===== src/rtl/prio_encoder.sv =====
// Sequential N-to-W priority encoder with a valid/ack handshake.
// Rising edges on req_i are captured into a pending register. The highest-priority pending
// index is presented on code_o with valid_o, and that bit is cleared when it is acknowledged.
// Optional build macro PRIO_ENC_ROUND_ROBIN_EN enables a rotating priority pointer in place of
// fixed highest-index priority.
module prio_encoder #(
  parameter int unsigned W = 3,
  parameter int unsigned N = 8  // must equal 2**W
) (
  input  logic         clk,
  input  logic         rst_n,
  input  logic [N-1:0] req_i,
  input  logic         ack_i,
  output logic [W-1:0] code_o,
  output logic         valid_o,
  output logic [N-1:0] pend_o,
  output logic         ovf_o
);

  typedef enum logic [0:0] {StIdle, StPresent} state_e;

  state_e         state_q, state_d;
  logic [N-1:0]   req_q;
  logic [N-1:0]   pend_q, pend_d;
  logic [N-1:0]   rise;
  logic [N-1:0]   clr;
  logic [W-1:0]   code_q, code_d;
  logic [W-1:0]   sel;
  logic           ovf_q, ovf_d;
  logic           grant;

  // A grant is accepted only while a code is being presented.
  assign grant = (state_q == StPresent) & ack_i;
  assign rise  = req_i & ~req_q;

  // Clear vector and pending update; a same-cycle set beats the clear.
  always_comb begin
    clr = '0;
    if (grant) clr[code_q] = 1'b1;
    pend_d = (pend_q & ~clr) | rise;
    ovf_d  = |(rise & pend_q & ~clr);
  end

`ifdef PRIO_ENC_ROUND_ROBIN_EN
  logic [W-1:0] ptr_q, ptr_d;
  logic [W-1:0] idx;
  logic         found;

  // Search downward from ptr_q with wrap-around; the first pending index wins.
  always_comb begin
    sel   = '0;
    idx   = '0;
    found = 1'b0;
    for (int unsigned i = 0; i < N; i++) begin
      idx = ptr_q - W'(i);
      if (!found && pend_q[idx]) begin
        sel   = idx;
        found = 1'b1;
      end
    end
  end

  // After granting code c the search restarts just below c.
  always_comb begin
    ptr_d = ptr_q;
    if (grant) ptr_d = code_q - W'(1);
  end

  // Priority pointer register; reset value makes the first grant behave as fixed priority.
  always_ff @(posedge clk or negedge rst_n) begin
    if (!rst_n) ptr_q <= W'(N - 1);
    else        ptr_q <= ptr_d;
  end
`else
  // Fixed priority: the highest set index wins (later iterations overwrite earlier ones).
  always_comb begin
    sel = '0;
    for (int unsigned i = 0; i < N; i++) begin
      if (pend_q[i]) sel = W'(i);
    end
  end
`endif

  // FSM state register.
  always_ff @(posedge clk or negedge rst_n) begin
    if (!rst_n) state_q <= StIdle;
    else        state_q <= state_d;
  end

  // FSM next-state logic.
  always_comb begin
    state_d = state_q;
    unique case (state_q)
      StIdle:    if (pend_q != '0) state_d = StPresent;
      StPresent: if (ack_i)        state_d = StIdle;
      default:                     state_d = StIdle;
    endcase
  end

  // FSM output logic: latch a new code only when leaving idle; otherwise hold it.
  always_comb begin
    code_d = code_q;
    if (state_q == StIdle && pend_q != '0) code_d = sel;
  end

  // Datapath registers: edge detector, pending bits, code and overflow pulse.
  always_ff @(posedge clk or negedge rst_n) begin
    if (!rst_n) begin
      req_q  <= '0;
      pend_q <= '0;
      code_q <= '0;
      ovf_q  <= 1'b0;
    end else begin
      req_q  <= req_i;
      pend_q <= pend_d;
      code_q <= code_d;
      ovf_q  <= ovf_d;
    end
  end

  assign code_o  = code_q;
  assign valid_o = (state_q == StPresent);
  assign pend_o  = pend_q;
  assign ovf_o   = ovf_q;

endmodule


===== config.mk =====
export PLATFORM = sky130hd
export DESIGN_NAME = prio_encoder
export DESIGN_NICKNAME = d
export VERILOG_FILES = /design/src/rtl/prio_encoder.sv
export SDC_FILE = /design/constraint.sdc
export NUM_CORES = 1
export LEC_CHECK = 0
export BUFFER_PORTS_ARGS = -buffer_cell sky130_fd_sc_hd__buf_2
export CORE_MARGIN = 3
export CORE_UTILIZATION = 45
export CTS_BUF_LIST = sky130_fd_sc_hd__clkbuf_8
export DETAILED_ROUTE_END_ITERATION = 12
export GPL_TIMING_DRIVEN = 1
export PLACE_DENSITY = 0.71
export SLEW_MARGIN = 20
export SYNTH_ARGS = -nofsm -noshare
export SYNTH_HDL_FRONTEND = slang
export SYNTH_SLANG_ARGS = --single-unit

===== constraint.sdc =====
create_clock -name clk -period 1.75 [get_ports clk]
set_input_delay 0.35 -clock clk [delete_from_list [all_inputs] [get_ports clk]]
set_output_delay 0.35 -clock clk [all_outputs]
set_load 0.02 [all_outputs]

* Word level (Yosys, flattened, before mapping)
Index checks and enable logic that the tools add are counted.
Word-level totals: register bits 21, input bits 11, output and inout port bits 13
Operators by class: $lt $le $gt $ge 2, muxes and demuxes 13, bitwise gates (word level) 9, reduce and logical (&&, ||, !) cells 4
Operators by type and width (count):
- $and A8 B8 Y8 | 4
- $not A8 Y8 | 2
- $mux W3 | 4
- $mux W8 | 1
- $or A8 B8 Y8 | 1
- $reduce_bool A8 Y1 | 1
- $reduce_or A8 Y1 | 1
- $lt A3 B4 Y1 const B | 1
- $mux W1 | 4
- $mux W2 | 2
- $demux W1 S3 | 1
- $ge A3 B1 Y1 const B | 1
- $logic_and A1 B1 Y1 | 2
- $pmux W1 S2 | 1
- $and A1 B1 Y1 | 1
- $not A1 Y1 | 1

* Depth between registers and ports, before layout
depth after elaboration 8, mapped depth 5

* Worst setup path before layout
No wires, ideal clock.
kind reg2reg, start register state_q (netlist: valid_o), end register ovf_q (netlist: ovf_o), library setup time 137 ps, arrival 1234 ps, required time 1613 ps, setup slack 379 ps, stages on the path, launching flop included 6, buffers on the path 0, clock period less this slack 1371 ps, cells stage by stage dfrtp_1 > inv_2 > o41ai_2 > o22ai_1 > nor2_1 > o2111ai_1
Between the ends: longest elaborated chain between the ends 5
RTL lines:
- from (decl) | line 22 | state_e state_q, state_d;
- from (signal assigned) | line 86 | if (!rst_n) state_q <= StIdle;
- from (signal assigned) | line 87 | else state_q <= state_d;
- $and A1 B1 Y1 | line 33 | assign grant = (state_q == StPresent) & ack_i;
- $mux W8 | line 39 | if (grant) clr[code_q] = 1'b1;
- $not A8 Y8 | line 41 | ovf_d = |(rise & pend_q & ~clr);
- $and A8 B8 Y8 | line 41
- $reduce_or A8 Y1 | line 41
- via ovf_d | line 29 | logic ovf_q, ovf_d;
- to (signal assigned) | line 117 | ovf_q <= ovf_d;
- to (decl) | line 29
The timed path passes the listed nets, and every way through them passes these cells. A chain may end at the register's enable or synchronous reset.

* Final worst setup path
Ends and elaborated chain as after synthesis.

==> results_dict.tcl <==
set metrics [dict create \
    run_status "completed" \
    die_span_x_um 49.2 \
    timing.critical_path.arrival_ns 1.62 \
    power.clock.fraction_pct 20.5 \
    most_frequent_cells_in_the_layout "23 x sky130_fd_sc_hd__buf_2, 21 x sky130_fd_sc_hd__dfrtp_1, 9 x sky130_fd_sc_hd__nand2_1" \
    grt_antenna_before_repair 0 \
    cts-buffers-inserted 3 \
    rsz_0062_raised_after_global_routing "false" \
    clock.fmax_mhz 670 \
    timing.clock.skew_ns 0.00219 \
    cts.root.buffer_cell "sky130_fd_sc_hd__clkbuf_8" \
    clk-insertion-delay-late_ns 0.25 \
    cpPeakStageDelay_ns 0.50 \
    share_comb_of_total_power_pct 30.2 \
    crit_path_cell_trace "inv_2 > o41ai_2 > o22ai_1 > nor2_1 > o2111ai_1" \
    cts.path.max_buffers 2 \
    boundaryPins 24 \
    dp_slack_ns 0.298 \
    first_global_vias 626 \
    global_route.usage.total_pct 15.5 \
    r2r_slack_ns 0.26 \
    sequentialPowerShare_pct 49.4 \
    slew_headroom_pct 70.0 \
    wirelength_um 1720 \
    slew_viol_final 0 \
    dp_hpwl_um 1290 \
    gp_congestion 0.821 \
    hold_buffers 0 \
    grt_pass1_wl_um 2830 \
    finalHoldViolations 0 \
    cp_startpoint_kind "flop" \
    maxCapViolCount 0 \
    drt-vias-per-instance 5.26 \
    synth_seq_area_share_pct 62.7 \
    dieHeight_um 49.2 \
    drc 0 \
    internal_power_uw 893 \
    timing_worst_setup_path_type "flop to flop" \
    global_route.overflow_total 0 \
    routedWlPerCell_um 13.5 \
    h_tree_depth 1 \
    cts_num_sinks 21 \
    fin_setup_tns_ns 0 \
    antenna_cells_inserted 0 \
    shortest_period_the_worst_path_allows_ns 1.49 \
    critical_path_required_ns 1.88 \
    core_area_mm2 0.00163 \
    io_buffers 23 \
    cp-startpoint "valid_o" \
    power.density_mw_per_mm2 1420 \
    maximum_number_of_pins_on_one_net_before_global_route_repair 22 \
    layout.area.seq_um2 526 \
    synth_fp_nets 87 \
    core.rowCount 14 \
    cts_resized 0 \
    effective_utilization_at_floorplan_pct 51.5 \
    detail-route-antenna-nets 0 \
    drt_first_pass_iters 4 \
    cell_with_the_largest_stage_delay_on_the_worst_path "sky130_fd_sc_hd__dfrtp_1" \
    synthesized_area_per_cell_um2 11.0 \
    via_count 668 \
    netSwitchingPower_uw 567 \
    fin_nets 115 \
    yosys_register_bits 21 \
    worstMarginPinSlew_ns 0.450 \
    r2r.worst_path.cells 5 \
    fraction_of_final_layout_cells_sized_beyond_drive_strength_1_pct 29.1 \
    max-vdd-ir-drop_v 0.00104 \
    clkTransAtPathRegs_ns 0.07 \
    timing.rr.start "valid_o" \
    syn2layout_area_growth_pct 22.7 \
    syn_inst 76 \
    post_synth_num_cell_types 20 \
    drt_iter0_drc 9 \
    commonest_non_fill_non_tap_cell_in_the_layout "sky130_fd_sc_hd__buf_2" \
    worstHoldPathType "input port to asynchronous set/reset pin" \
    post-cts-setup-buffer-count 0 \
    setup_viol 0 \
    tritoncts "built" \
    syn_area_um2 838 \
    timing.critical_path.fanout_max 9 \
    final.setup.worst_slack_ns 0.258 \
    count_of_synthesis_stage_warnings_from_yosys 0 \
    multi_input_gate_area_in_the_final_layout_um2 294 \
    switching_power_share_of_the_total_pct 38.8 \
    timing.critical_path.to_type "flop" \
    number_of_fillers_in_the_final_layout 147 \
    die-area_mm2 0.00242 \
    static-leakage-power_uw 0.000451 \
    ratio_of_final_minimum_period_to_clock_period_pct 85.2 \
]
[cell usage after synthesis (all sizes together)]
library cell / n / area share, %
nor2: 4 / 1.8
dfrtp: 21 / 63
nand2b: 8 / 6.0
o21ai: 7 / 4.2
a21oi: 5 / 3.0
a21o: 1 / 1.0
nand3b: 1 / 0.90
o22ai: 2 / 1.5
or3: 1 / 0.75
o21bai: 1 / 0.90
nand3: 1 / 0.60
o2111ai: 1 / 1.0
nor4: 2 / 1.5
o31ai: 2 / 1.8
nand2: 9 / 4.0
inv: 5 / 2.2
o41ai: 2 / 3.9
nor3: 2 / 1.2
o22a: 1 / 1.0
[sequential cells by signal, indices dropped and copies added, names as in the netlist]
signal	flops
valid_o	1
code_o	3
ovf_o	1
req_q	8
pend_o	8
[critical path: cells and delay by family, from the launching register on]
kind            cells  cell delay, ns
flops               1            0.50
simple gates        1            0.14
compound gates      3            0.64
buf+inv             1            0.08
[power by group through the flow]
stage | sequential [µW] | clock (µW) | combinational [µW]
2_1_floorplan | 798 | 0 | 191
3_3_place_gp | 720 | 0 | 438
3_5_place_dp | 727 | 0 | 442
4_1_cts | 717 | 312 | 444
5_1_grt | 738 | 336 | 480
6_report | 721 | 299 | 440
[metal layers]
metal | vias to the layer above | track usage, % | routed length (µm)
li1 | 322 | - | -
met1 | 312 | 17.6 | 739
met2 | 30 | 24.6 | 787
met3 | 4 | 7.95 | 160
met4 | 0 | 6.16 | 27
met5 | - | 0 | 0
[final timing paths]
kind,endpoint
worst max-delay path,ovf_o
worst min-delay path,req_q[2]
worst max register to register,ovf_o
worst min register to register,pend_o[5]
max in group asynchronous,pend_o[4]
min in group clk,req_q[2]
[logic make-up after synthesis]
| group | synth area share, % |
|---|---|
| AO/OA/AOI/OAI | 18.4 |
| buffers and inverters | 2.24 |
| flip-flops | 62.7 |
| AND/OR/NAND/NOR | 16.7 |
[area by class of cell]
type                            instances  share of cell area, %
Clock buffer                            3                   4.01
Clock inverter                          1                  0.365
Inverter                                5                   1.82
Multi-Input combinational cell         50                   28.6
Sequential cell                        21                   51.1
Tap cell                               24                   2.92
Timing Repair Buffer                   23                   11.2
[stage by stage]
stage               hold WS [ns]  utilization, %  instances  cell area, µm²  power, µW
floorplan                 0.0544               -         76             838        989
global placement           0.324            60.4        123             983       1160
detailed placement         0.327            60.4        123             983       1170
CTS                       0.0467            63.1        127            1030       1470
global route              0.0521            63.1        127            1030       1550
finish                    0.0310            63.1        127            1030       1460
(Power assumes the default switching activity.)
